### src/rtl/uart_echo_pkg.sv
// Shared mode encodings, ASCII constants and the case-folding helper
// used by the buffered UART echo engine.
package uart_echo_pkg;

    typedef enum logic [1:0] {
        MODE_CHAR  = 2'd0,
        MODE_LINE  = 2'd1,
        MODE_UPPER = 2'd2,
        MODE_RSVD  = 2'd3
    } echo_mode_e;

    localparam logic [7:0] ASCII_CR   = 8'h0D;
    localparam logic [7:0] ASCII_LC_A = 8'h61;
    localparam logic [7:0] ASCII_LC_Z = 8'h7A;
    localparam int         CASE_BIT   = 5;

    // Lowercase ASCII letters lose the case bit; everything else passes through.
    function automatic logic [7:0] to_upper(input logic [7:0] b);
        logic [7:0] r;
        r = b;
        if (b >= ASCII_LC_A && b <= ASCII_LC_Z) begin
            r[CASE_BIT] = 1'b0;
        end
        return r;
    endfunction

endpackage

### src/rtl/uart_sync_fifo.sv
// Single-clock FIFO with an occupancy counter. The caller guarantees that
// push only happens when not full and pop only when not empty.
module uart_sync_fifo #(
    parameter int DATA_W = 8,
    parameter int DEPTH  = 16,
    parameter int CNT_W  = $clog2(DEPTH) + 1
) (
    input  logic              clk,
    input  logic              rst,
    input  logic              push,
    input  logic [DATA_W-1:0] wr_data,
    input  logic              pop,
    output logic [DATA_W-1:0] rd_data,
    output logic [CNT_W-1:0]  count,
    output logic              full,
    output logic              empty
);

    localparam int PTR_W = $clog2(DEPTH);

    logic [DATA_W-1:0] mem [DEPTH];
    logic [PTR_W-1:0]  wr_ptr;
    logic [PTR_W-1:0]  rd_ptr;

    // Pointer and occupancy bookkeeping; pointers wrap naturally at DEPTH.
    // NOTE: sequential state uses non-blocking assignments so every flop
    // samples pre-edge values regardless of statement order.
    always_ff @(posedge clk) begin
        if (rst) begin
            wr_ptr <= '0;
            rd_ptr <= '0;
            count  <= '0;
        end else begin
            if (push) wr_ptr <= wr_ptr + PTR_W'(1);
            if (pop)  rd_ptr <= rd_ptr + PTR_W'(1);
            case ({push, pop})
                2'b10:   count <= count + CNT_W'(1);
                2'b01:   count <= count - CNT_W'(1);
                default: count <= count;
            endcase
        end
    end

    // Storage write port.
    // NOTE: the array is deliberately not reset; entries are only read after
    // being written, and leaving it reset-free lets it map onto RAM.
    always_ff @(posedge clk) begin
        if (push) mem[wr_ptr] <= wr_data;
    end

    assign rd_data = mem[rd_ptr];
    assign full    = (count == CNT_W'(DEPTH));
    assign empty   = (count == '0);

endmodule

### src/rtl/uart_echo_buf.sv
// Buffered echo engine between uart_rx and uart_tx: FIFO-backed, with
// character, line-buffered and uppercase modes plus overflow statistics.
module uart_echo_buf
    import uart_echo_pkg::*;
#(
    parameter int         DATA_W = 8,
    parameter int         DEPTH  = 16,
    parameter logic [7:0] TERM   = ASCII_CR,
    localparam int        CNT_W  = $clog2(DEPTH) + 1
) (
    input  logic              clk,
    input  logic              rst,
    input  logic [1:0]        mode,
    input  logic [DATA_W-1:0] rx_data,
    input  logic              rx_data_valid,
    output logic              rx_data_ready,
    output logic [DATA_W-1:0] tx_data,
    output logic              tx_data_valid,
    input  logic              tx_data_ready,
    output logic [CNT_W-1:0]  fifo_count,
    output logic              overflow,
    output logic [7:0]        drop_count
);

    echo_mode_e        cur_mode;
    logic              fifo_full;
    logic              fifo_empty;
    logic [DATA_W-1:0] fifo_rd_data;
    logic [DATA_W-1:0] load_data;
    logic [CNT_W-1:0]  lines_pending;
    logic              push;
    logic              pop;
    logic              drop;
    logic              rel_ok;
    logic              push_term;
    logic              pop_term;

    assign cur_mode = echo_mode_e'(mode);

    // Full is the registered count, so a same-cycle pop never rescues a byte.
    assign push = rx_data_valid && !fifo_full;
    assign drop = rx_data_valid && fifo_full;

    // LINE mode holds bytes until a terminator is buffered, or trickles them
    // out when full so a partial line cannot deadlock the receiver.
    assign rel_ok = (cur_mode == MODE_LINE) ? ((lines_pending != '0) || fifo_full) : 1'b1;
    assign pop    = (!tx_data_valid || tx_data_ready) && !fifo_empty && rel_ok;

    assign push_term = push && (rx_data[7:0] == TERM);
    assign pop_term  = pop && (fifo_rd_data[7:0] == TERM);

    assign rx_data_ready = !fifo_full;

    uart_sync_fifo #(
        .DATA_W (DATA_W),
        .DEPTH  (DEPTH),
        .CNT_W  (CNT_W)
    ) u_fifo (
        .clk     (clk),
        .rst     (rst),
        .push    (push),
        .wr_data (rx_data),
        .pop     (pop),
        .rd_data (fifo_rd_data),
        .count   (fifo_count),
        .full    (fifo_full),
        .empty   (fifo_empty)
    );

    // Case conversion applied at load time; the FIFO keeps raw bytes.
    // NOTE: the default assignment up front keeps this block free of latches.
    always_comb begin
        load_data = fifo_rd_data;
        if (cur_mode == MODE_UPPER) begin
            load_data[7:0] = to_upper(fifo_rd_data[7:0]);
        end
    end

    // Number of complete lines currently held in the FIFO.
    always_ff @(posedge clk) begin
        if (rst) begin
            lines_pending <= '0;
        end else begin
            case ({push_term, pop_term})
                2'b10:   lines_pending <= lines_pending + CNT_W'(1);
                2'b01:   lines_pending <= lines_pending - CNT_W'(1);
                default: lines_pending <= lines_pending;
            endcase
        end
    end

    // One-entry output stage holding the byte offered to uart_tx.
    always_ff @(posedge clk) begin
        if (rst) begin
            tx_data       <= '0;
            tx_data_valid <= 1'b0;
        end else if (pop) begin
            tx_data       <= load_data;
            tx_data_valid <= 1'b1;
        end else if (tx_data_ready) begin
            tx_data_valid <= 1'b0;
        end
    end

    // Sticky overflow flag and saturating dropped-byte counter.
    always_ff @(posedge clk) begin
        if (rst) begin
            overflow   <= 1'b0;
            drop_count <= '0;
        end else if (drop) begin
            overflow <= 1'b1;
            if (drop_count != 8'hFF) drop_count <= drop_count + 8'd1;
        end
    end

endmodule

### config.mk
export PLATFORM = sky130hd
export DESIGN_NAME = uart_echo_buf
export DESIGN_NICKNAME = d
export VERILOG_FILES = /design/src/rtl/uart_echo_pkg.sv /design/src/rtl/uart_sync_fifo.sv /design/src/rtl/uart_echo_buf.sv
export SDC_FILE = /design/constraint.sdc
export NUM_CORES = 1
export LEC_CHECK = 0
export BUFFER_PORTS_ARGS = -buffer_cell sky130_fd_sc_hd__buf_4
export CORE_MARGIN = 4
export CORE_UTILIZATION = 42
export DETAILED_ROUTE_END_ITERATION = 16
export GPL_TIMING_DRIVEN = 1
export SKIP_LAST_GASP = 1
export SYNTH_ARGS = -nofsm -noshare
export SYNTH_HDL_FRONTEND = slang
export SYNTH_SLANG_ARGS = --single-unit
export TNS_END_PERCENT = 5
### constraint.sdc
create_clock -name clk -period 5.55 [get_ports clk]
set_clock_uncertainty 0.05 [all_clocks]
set_input_delay 0.555 -clock clk [delete_from_list [all_inputs] [get_ports clk]]
set_output_delay 0.555 -clock clk [all_outputs]
set_load 0.05 [all_outputs]
==> Flow_metrics.wiki, run 1 <==
{| class="wikitable"
! Metric !! Value
|-
| Data required time of the worst path || slightly below 6 ns
|-
| Area of the core region || about 16000 µm²
|-
| Arrival time of the worst setup path || 4.39 ns
|-
| Vias in the first global route || 3606
|-
| Area fraction in compound gates after synthesis || 2.67%
|-
| Ant diodes || 0
|-
| Buffer type at the clock tree root || clkbuf_16
|-
| Antenna Violating Nets Remaining || 0
|-
| Post-layout nets || about 490
|-
| Kind of capture point of the worst setup path || flip-flop
|-
| Final slew viol count || 0
|-
| Share of synthesized cell area in full adder, half adder and majority cells || 3.12%
|-
| Sink Count || around 170
|-
| Final Setup Violations || 0
|-
| Relative slew slack || 34.1%
|-
| Combinational family with the most area after synthesis || multiplexers
|-
| CTS Buf Count || 17
|-
| Pleak || 2.82 nW
|-
| Number of hold-slack violations in the final timing report || 0
|-
| Height of the die || 136 µm
|-
| Number of register bits inferred by synthesis || 168
|-
| Critical Setup Path Class || reg -> reg
|-
| Number of vias in the routed layout || 3638
|-
| Post-synthesis net count || 448
|-
| Via-to-Cell Ratio || roughly 5.3
|-
| Simple-Gate Fraction of Synth Area || under 10%
|-
| # port buffers || 37
|-
| Parity-gate share of the synthesized area counting xor and xnor cells || 2.67%
|-
| Maximum number of pins on one net before global-route repair || 39
|-
| Layout fillers || 1323
|-
| Half-perimeter wire length after placement || between 8000 and 9000 µm
|-
| Share of the core filled with cells || 49.6%
|-
| Initial standard-cell utilization of the core || 43.1%
|-
| Maximum fanout along the worst path || 13
|-
| Avg WL per Cell || 19.1 µm
|-
| Total standard cell area after synthesis || 6900 µm²
|-
| Most frequent standard cell in the layout excluding fill and tap cells || edfxtp_1
|-
| Share of post-route cells with drive strength above 1 || between 10% and 20%
|-
| Number of hold buffers added after cts || 0
|-
| Maximum ir drop on the vdd rail || 0.222 mV
|-
| CTS-repair resized insts || 0
|-
| Longest Clk Path Bufs || 2
|-
| Horizontal extent of the die || 136 µm
|-
| Number of synthesized flops with an enable pin || around 130
|-
| Distinct cell type count after synthesis || 44
|-
| Drc violations || 0
|-
| Max cap viols || 0
|-
| Maximum achievable frequency || 244 MHz
|-
| Multiplexer share of the synthesized area || 14.3%
|-
| Average cell area after synthesis || 16.5 µm²
|-
| Yosys warning total || 0
|-
| FP Rows || 46
|-
| Post-synthesis instance total || 418
|-
| Detailed Routing Iterations Pass 1 || 5
|-
| Crit path launch type || flip-flop
|-
| Summed negative setup slack over all endpoints || 0 ns
|-
| Time the worst path needs with I/O delays and setup || 4.09 ns
|-
| Proportion of register bits with asynchronous set or reset after synthesis || 0%
|-
| Final GP Congestion || 0.800
|-
| Number of primary I/O pins || 38
|-
| Buffers inserted by post-CTS timing repair || 0
|-
| Cell Pwr Density || approximately 460 nW/µm²
|-
| Post-synth top flop || edfxtp_1
|-
| Overall power of the completed layout || 3.66 mW
|-
| Overall fraction of global-route tracks in use || 15.1%
|-
| Clock slew seen by the registers of the worst setup and hold paths || 0.07 ns
|-
| Detailed Route WL || 13100 µm
|-
| Sequential area share after synthesis || ~67%
|-
| Fin cells || 687
|-
| Worst-skew pair later-pin latency || 0.42 ns
|-
| Status || finished clean
|-
| Overflow after GRT || 0
|-
| Number of levels the H-tree was split into || 4
|-
| Layout overhead on the synthesized area || 15.1%
|-
| Wire length of the first global-routing pass || 20600 µm
|-
| Min-delay worst type || in -> reg
|-
| Total Die Area || 18500 µm²
|-
| Most frequent cells in the layout || 128 x edfxtp_1, 52 x nor2_1, 40 x buf_4
|-
| TritonCTS clock tree || built
|-
| Dpl cells || about 660
|-
| Setup repair after global routing missed its margin || false
|-
| Final cycle utilization of the critical path || 73.7%
|-
| Transition time at the pin with the least slew margin || 0.984 ns
|-
| Starting DRT DRC Count || 267
|-
| Antenna violations before repair || 0
|}
==> synth_stat cells (all sizes together), types with 2 or more instances <==
library cell	n	area (µm²)
and3	3	18.8
a22oi	4	30.0
nor2b	2	12.5
nand2	16	60.1
nor4	2	12.5
xnor2	5	43.8
nand2b	3	18.8
fa	2	40.0
nor3	5	25.0
o21ai	3	15.0
dfxtp	40	801
a31oi	2	12.5
nand4	5	31.3
ha	14	175
a21oi	14	70.1
or3	2	12.5
edfxtp	128	3840
a21o	4	30.0
nand3b	2	15.0
buf	11	97.6
inv	6	22.5
mux2i	10	100
clkbuf	8	30.0
nor2	53	201
nand3	11	55.1
mux4	36	890
xor2	16	140
==> state kept, by name (all words and copies together), names as in the netlist, named ones only <==
| name | cells |
|---|---|
| u_fifo.mem | 128 |
| drop_count | 8 |
| tx_data | 8 |
| lines_pending | 5 |
| u_fifo.count | 5 |
| u_fifo.rd_ptr | 4 |
| u_fifo.wr_ptr | 4 |
| overflow | 1 |
| tx_data_valid | 1 |
==> cell families (layout without fill, tap and decap cells) <==
group / Yosys count / in the layout
flops: 168 / 168
simple gates: 112 / 112
mux: 46 / 46
compound gates: 30 / 30
buf+inv: 25 / 78
xor+xnor: 21 / 21
fa+ha+maj: 16 / 16
==> area by class of cell <==
cell class                      instances  area (µm²)  share of cell area [%]
Sequential cell                       168        4650                    58.5
Multi-Input combinational cell        225        2120                    26.7
Clock buffer                           17         425                    5.36
Timing Repair Buffer                   40         300                    3.78
Tap cell                              216         270                    3.40
Clock inverter                         15         155                    1.95
Inverter                                6        22.5                   0.284
==> metrics by stage <==
step | worst slack [ns] | hold WS, ns | instance area (µm²)
after floorplan | 2.00 | 0.409 | 6900
after CTS | 1.44 | 0.375 | 7940
after global placement | 1.56 | 0.400 | 7360
after detailed placement | 1.48 | 0.402 | 7360
after global routing | 1.22 | 0.398 | 7940
final | 1.46 | 0.392 | 7940
==> per-layer routing <==
metal	global-route usage (%)	part of all wire (%)	wire length [µm]	up-vias
li1	-	-	-	1700
met4	4.87	0.62	81	0
met5	0	0	0	-
met3	3.55	5.2	687	5
met1	21.0	46	6060	1837
met2	23.4	48	6280	96
==> power by group <==
| group | internal (mW) | switching [mW] |
|---|---|---|
| sequential | 1.44 | 0.0733 |
| combinational | 0.411 | 0.580 |
| clock | 0.638 | 0.515 |
| total | 2.49 | 1.17 |
==> critical path, stage by stage, from the launching register on <==
cell	delay, ns
dfxtp_2	0.58
buf_4	0.33
mux4_1	0.58
a22oi_1	0.18
and3_1	0.22
and2b_1	0.20
nand4b_1	0.07
and3b_1	0.18
ha_1	0.28
fa_1	0.42
a21o_1	0.19
a21oi_1	0.18
xor2_1	0.09
or3_1	0.31
a21oi_1	0.13
==> path summary, 6_finish.rpt <==
kind	slack, ns	cells past startpoint	start	endpoint
worst max-delay path	1.46	14	flip-flop	lines_pending[4]$_SDFFE_PP0P_
worst min-delay path	0.39	3	tx_data_ready	tx_data_valid$_SDFFE_PP0P_
worst max register to register	1.46	14	flip-flop	lines_pending[4]$_SDFFE_PP0P_
worst min register to register	0.41	2	overflow$_SDFFE_PP0P_	overflow$_SDFFE_PP0P_
Note: power is estimated with default switching activity, not from simulation.
==> inputs of run 2 (changes only) <==
==> constraint.sdc (replaced) <==
create_clock -name clk -period 4.1 [get_ports clk]
set_clock_uncertainty 0.05 [all_clocks]
set_input_delay 0.41 -clock clk [delete_from_list [all_inputs] [get_ports clk]]
set_output_delay 0.41 -clock clk [all_outputs]
set_load 0.05 [all_outputs]
==> run 2 against run 1 <==
Net effect:
- power is 35% higher
- via count down 0.14%
- sequential share of layout area decreased by 0.074 points
- final area rose by 0.13%
- non-clock buffer count up 3
- combinational power rose by 40%
- first-iteration DRC count is 6.4% higher
- register-to-register slack got worse by 1.1 ns
- fmax rose by 8.1%
- worst hold slack worse by 0.15 ns
- critical path type unchanged
==> Flow_metrics.wiki, run 2 (synthesized netlist as in run 1, its figures left out) <==
{| class="wikitable"
! Metric !! Value
|-
| Wire length on met3 || 603 µm
|-
| Overall fraction of global-route tracks in use || 15.6%
|-
| Min-delay worst type || in -> reg
|-
| Final GP Congestion || 0.805
|-
| Number of primary I/O pins || 38
|-
| Post-layout nets || 491
|-
| Overall power of the completed layout || 4.92 mW
|-
| Critical Setup Path Class || reg -> reg
|-
| Drc violations || 0
|-
| Number of vias in the routed layout || 3633
|-
| Height of the die || roughly 140 µm
|-
| Longest Clk Path Bufs || 2
|-
| Antenna violations before repair || 0
|-
| Layout fillers || 1333
|-
| Cell Pwr Density || 619 nW/µm²
|-
| Crit path launch type || flip-flop
|-
| Number of hold buffers added after cts || 0
|-
| Largest Register || u_fifo.mem
|-
| Clock slew seen by the registers of the worst setup and hold paths || 0.06 ns
|-
| CTS Buf Count || 17
|-
| Maximum achievable frequency || ~260 MHz
|-
| Initial standard-cell utilization of the core || 43.1%
|-
| Worst setup path end || lines_pending[4]$_SDFFE_PP0P_
|-
| Maximum ir drop on the vdd rail || ~0.29 mV
|-
| Final cycle utilization of the critical path || 92.3%
|-
| TritonCTS clock tree || built
|-
| Transition time at the pin with the least slew margin || 0.934 ns
|-
| Share of post-route cells with drive strength above 1 || 18.7%
|-
| Summed negative setup slack over all endpoints || 0 ns
|-
| Layout overhead on the synthesized area || 15.3%
|-
| FP Rows || 46
|-
| Overflow after GRT || 0
|-
| Final Setup Violations || 0
|-
| Avg WL per Cell || 19.4 µm
|-
| Max cap viols || 0
|-
| Met2 wire length || between 6000 and 7000 µm
|-
| Area used by multi-input combinational logic || 2110 µm²
|-
| Vias in the first global route || between 3000 and 4000
|-
| Number of levels the H-tree was split into || 4
|-
| Setup slack, reg-to-reg || 0.32 ns
|-
| Final non-filler cell area || 7950 µm²
|-
| Total Die Area || ~19000 µm²
|-
| Buffer type at the clock tree root || clkbuf_16
|-
| Maximum number of pins on one net before global-route repair || 39
|-
| Register Area || 4650 µm²
|-
| Starting DRT DRC Count || roughly 280
|-
| Time the worst path needs with I/O delays and setup || between 3 and 4 ns
|-
| Length in cells of the worst reg-to-reg path || 14
|-
| # port buffers || 37
|-
| Number of hold-slack violations in the final timing report || 0
|-
| Pleak || 2.82 nW
|-
| Sink Count || around 170
|-
| M1 WL || 6230 µm
|-
| Detailed Routing Iterations Pass 1 || 5
|-
| Top Metal Used || met4
|-
| Maximum fanout along the worst path || 32
|-
| Most frequent cells in the layout || 128 x edfxtp_1, 52 x nor2_1, 41 x buf_4
|-
| Reg2Reg Capture Point || lines_pending[4]$_SDFFE_PP0P_
|-
| Area of the core region || 16000 µm²
|-
| Arrival time of the worst setup path || 4.08 ns
|-
| CTS-repair resized insts || 0
|-
| Worst-skew pair later-pin latency || between 0.4 and 0.5 ns
|-
| Buffers inserted by post-CTS timing repair || 0
|-
| Number of flip-flops in the largest register || ~130
|-
| Regs by FF count || u_fifo.mem (128), drop_count (8), tx_data (8)
|-
| Final slew viol count || 0
|-
| Wire length of the first global-routing pass || 21200 µm
|-
| Cell Area, Placed || 7400 µm²
|-
| Via-to-Cell Ratio || between 5 and 6
|-
| Half-perimeter wire length after placement || 8700 µm
|-
| Ant diodes || 0
|-
| Horizontal extent of the die || 136 µm
|-
| Setup repair after global routing missed its margin || false
|-
| Kind of capture point of the worst setup path || flip-flop
|-
| Data required time of the worst path || 4.39 ns
|-
| Relative slew slack || 37.5%
|-
| Status || finished clean
|-
| Antenna Violating Nets Remaining || 0
|-
| Detailed Route WL || 13400 µm
|-
| Most frequent standard cell in the layout excluding fill and tap cells || edfxtp_1
|}
[run 2: cell count changes in the layout (fill, tap and decap cells not counted), moves of 2 or more]
| cell | delta |
|---|---|
| inv_6 | -2 |
| buf_12 | +2 |
| clkinv_1 | +3 |
| nor3_2 | -2 |
| nor3_1 | +2 |
| inv_8 | -5 |
| clkinv_4 | +2 |
[run 2: worst min-delay path by stage]
stage / cells after the start / from / end / slack (ns)
global placement: 2 / overflow$_SDFFE_PP0P_ / overflow$_SDFFE_PP0P_ / 0.40
finish: 3 / tx_data_ready / tx_data_valid$_SDFFE_PP0P_ / 0.24
CTS: 3 / tx_data_ready / tx_data_valid$_SDFFE_PP0P_ / 0.22
global route: 1 / rx_data[5] / u_fifo.mem[9][5]$_DFFE_PP_ / 0.25
floorplan: 2 / lines_pending[4]$_SDFFE_PP0P_ / lines_pending[4]$_SDFFE_PP0P_ / 0.41
detailed placement: 2 / overflow$_SDFFE_PP0P_ / overflow$_SDFFE_PP0P_ / 0.39
[run 2: layer usage]
layer  vias to the layer above  global-route usage, %
met5                         -                      0
met4                         0                   6.05
met3                        14                   3.37
met2                        96                   24.1
met1                      1817                   21.8
li1                       1706                      -
[run 2: where the power goes]
group          switching (mW)  total [mW]  internal (mW)  leakage, nW
clock                   0.619        1.50          0.885        0.268
combinational           0.802        1.39          0.587         1.07
sequential             0.0823        2.03           1.95         1.48
[run 2: critical path, stage by stage (launching register included)]
cell and delay (ns):
dfxtp_2 0.34, buf_12 0.23, mux4_1 0.58, a22oi_1 0.18, and3_1 0.23, and2b_1 0.21, nand4b_1 0.07, and3b_1 0.18
ha_1 0.28, fa_1 0.42, a21o_1 0.19, a21oi_1 0.17, xor2_1 0.09, or3_1 0.31, a21oi_1 0.14
[run 2: final cells by class]
class / instances / area share (%)
clock inverters: 12 / 1.60
multi-input cells: 225 / 26.6
well taps: 216 / 3.40
repair buffers: 43 / 4.37
clock buffers: 17 / 5.35
flip-flops and latches: 168 / 58.4
inverters: 6 / 0.283
[run 2: metrics by stage]
step	cells	setup WS [ns]	hold WS (ns)	utilization, %
after global placement	658	0.377	0.397	46.3
final	687	0.317	0.244	49.7
after detailed placement	658	0.323	0.388	46.3
after CTS	687	0.301	0.224	49.7
after global routing	687	0.0918	0.250	49.7
after floorplan	418	0.548	0.409	-
==> inputs of run 3 (changes only) <==
--- a/config.mk
+++ b/config.mk
@@ -7,7 +7,8 @@
 export LEC_CHECK = 0
 export BUFFER_PORTS_ARGS = -buffer_cell sky130_fd_sc_hd__buf_4
 export CORE_MARGIN = 4
-export CORE_UTILIZATION = 42
+export CORE_UTILIZATION = 30
+export CTS_CLUSTER_DIAMETER = 120
 export DETAILED_ROUTE_END_ITERATION = 16
 export GPL_TIMING_DRIVEN = 1
 export SKIP_LAST_GASP = 1
==> run 3 against run 2 <==
Net effect:
- die area is 37% higher
- largest power group unchanged
- global-route usage is 3.9 points lower
- via count is 0.91% higher
- highest routed layer is now met5
- sequential cell count stayed put
- routed wire length is 7.1% higher
- setup slack worse by 0.016 ns
- power is 0.74% higher
- combinational power hardly changed
- fmax is 0.42% lower
- final area is 1.4% higher
- first-iteration DRC count is 38% higher
==> Flow_metrics.wiki, run 3 (synthesized netlist as in run 1, its figures left out) <==
{| class="wikitable"
! Metric !! Value
|-
| Data required time of the worst path || 4.41 ns
|-
| Area of the core region || roughly 23000 µm²
|-
| Starting DRT DRC Count || between 300 and 400
|-
| Half-perimeter wire length after placement || 9140 µm
|-
| Worst-skew pair later-pin latency || 0.43 ns
|-
| Final non-filler cell area || between 8000 and 9000 µm²
|-
| TritonCTS clock tree || built
|-
| Share of the core filled with cells || 35.6%
|-
| Clock slew seen by the registers of the worst setup and hold paths || ~0.070 ns
|-
| Number of flip-flops in the largest register || 128
|-
| Final GP Congestion || 0.773
|-
| Detailed Routing Iterations Pass 1 || 4
|-
| Avg WL per Cell || 18.8 µm
|-
| CTS Buf Count || 17
|-
| Cell Area, Placed || 7500 µm²
|-
| Height of the die || 160 µm
|-
| Most frequent cells in the layout || 128 x edfxtp_1, 52 x nor2_1, 41 x buf_4
|-
| Pleak || 2.84 nW
|-
| CTS-repair resized insts || 0
|-
| Total Die Area || 25500 µm²
|-
| Wire length of the first global-routing pass || 22700 µm
|-
| Regs by FF count || u_fifo.mem (128), drop_count (8), tx_data (8)
|-
| Maximum ir drop on the vdd rail || 0.330 mV
|-
| Final cycle utilization of the critical path || a little over 90%
|-
| Final Setup Violations || 0
|-
| Arrival time of the worst setup path || 4.11 ns
|-
| Kind of capture point of the worst setup path || flip-flop
|-
| Initial standard-cell utilization of the core || 30.5%
|-
| Summed negative setup slack over all endpoints || 0 ns
|-
| Drc violations || 0
|-
| Antenna Violating Nets Remaining || 0
|-
| Worst Hold Margin || 0.232 ns
|-
| Status || finished clean
|-
| Overall fraction of global-route tracks in use || 11.7%
|-
| Sink Count || 168
|-
| Antenna violations before repair || 1
|-
| Number of primary I/O pins || 38
|-
| Via-to-Cell Ratio || approximately 4.8
|-
| Number of hold buffers added after cts || 0
|-
| Time the worst path needs with I/O delays and setup || ~3.8 ns
|-
| Min-delay worst type || in -> reg
|-
| Crit path launch type || flip-flop
|-
| Relative slew slack || 24.6%
|-
| Longest Clk Path Bufs || 2
|-
| Detailed Route WL || about 14000 µm
|-
| Number of levels the H-tree was split into || 4
|-
| Number of hold-slack violations in the final timing report || 0
|-
| Critical Setup Path Class || reg -> reg
|-
| Cell Pwr Density || 615 nW/µm²
|-
| Buffers inserted by post-CTS timing repair || 0
|-
| # port buffers || 37
|-
| Horizontal extent of the die || 160 µm
|-
| Post-layout nets || 491
|-
| Final slew viol count || 0
|-
| Buffer type at the clock tree root || clkbuf_16
|-
| Share of post-route cells with drive strength above 1 || 20.0%
|-
| FP Rows || 55
|-
| Maximum achievable frequency || 263 MHz
|-
| Most frequent standard cell in the layout excluding fill and tap cells || edfxtp_1
|-
| Setup repair after global routing missed its margin || false
|-
| Layout overhead on the synthesized area || 16.9%
|-
| Ant diodes || 0
|-
| Max cap viols || 0
|-
| Maximum fanout along the worst path || 32
|-
| Maximum number of pins on one net before global-route repair || 39
|-
| Transition time at the pin with the least slew margin || 1.13 ns
|-
| Largest Register || u_fifo.mem
|-
| Overflow after GRT || 0
|-
| Vias in the first global route || 3747
|-
| Number of vias in the routed layout || 3666
|}
==> run 3: cell count changes in the layout (fill, tap and decap cells not counted) <==
cell	change
inv_8	+3
clkinv_2	+2
clkinvlp_4	-1
clkinv_4	+2
nor3_1	-2
bufinv_16	-1
clkinv_1	-2
nor3_2	+2
==> run 3: worst paths after layout <==
check | from | to | slack (ns) | depth (start not counted)
worst max register to register | flip-flop | lines_pending[4]$_SDFFE_PP0P_ | 0.30 | 13
worst max-delay path | flip-flop | lines_pending[4]$_SDFFE_PP0P_ | 0.30 | 13
worst min register to register | overflow$_SDFFE_PP0P_ | overflow$_SDFFE_PP0P_ | 0.41 | 2
worst min-delay path | tx_data_ready | tx_data_valid$_SDFFE_PP0P_ | 0.23 | 3
==> run 3: routing by layer <==
metal	routed length, µm	track usage, %
met5	13	0
met3	816	3.23
met4	201	4.14
met1	6260	15.1
met2	7010	19.2
==> run 3: area by class of cell <==
type | count | area (µm²)
clock buffers | 17 | 425
clock inverters | 15 | 144
well taps | 285 | 357
fillers | 2101 | 14600
repair buffers | 43 | 348
flip-flops and latches | 168 | 4650
multi-input cells | 225 | 2120
inverters | 6 | 22.5
==> run 3: where the power goes <==
group          switching (mW)  internal [mW]  leakage [nW]  total [mW]
Sequential             0.0827           1.95          1.48        2.03
Combinational           0.809          0.584          1.07        1.39
Clock                   0.687          0.851         0.285        1.54
==> run 3: metrics by stage <==
step	instances	worst slack, ns	total power [mW]
2_1_floorplan	418	0.548	3.11
3_3_place_gp	727	0.360	3.44
3_5_place_dp	727	0.325	3.48
4_1_cts	759	0.318	5.01
5_1_grt	759	0.0733	5.21
6_report	759	0.301	4.96
==> run 3: worst max-delay path: stages (launching register included) <==
cell,delay (ns)
dfxtp_2,0.34
buf_12,0.25
mux4_1,0.60
mux4_2,0.54
nor2_2,0.13
nand4b_1,0.09
and3b_1,0.22
ha_1,0.29
ha_1,0.32
a21o_1,0.17
a21oi_1,0.17
xor2_1,0.09
or3_1,0.31
a21oi_1,0.14
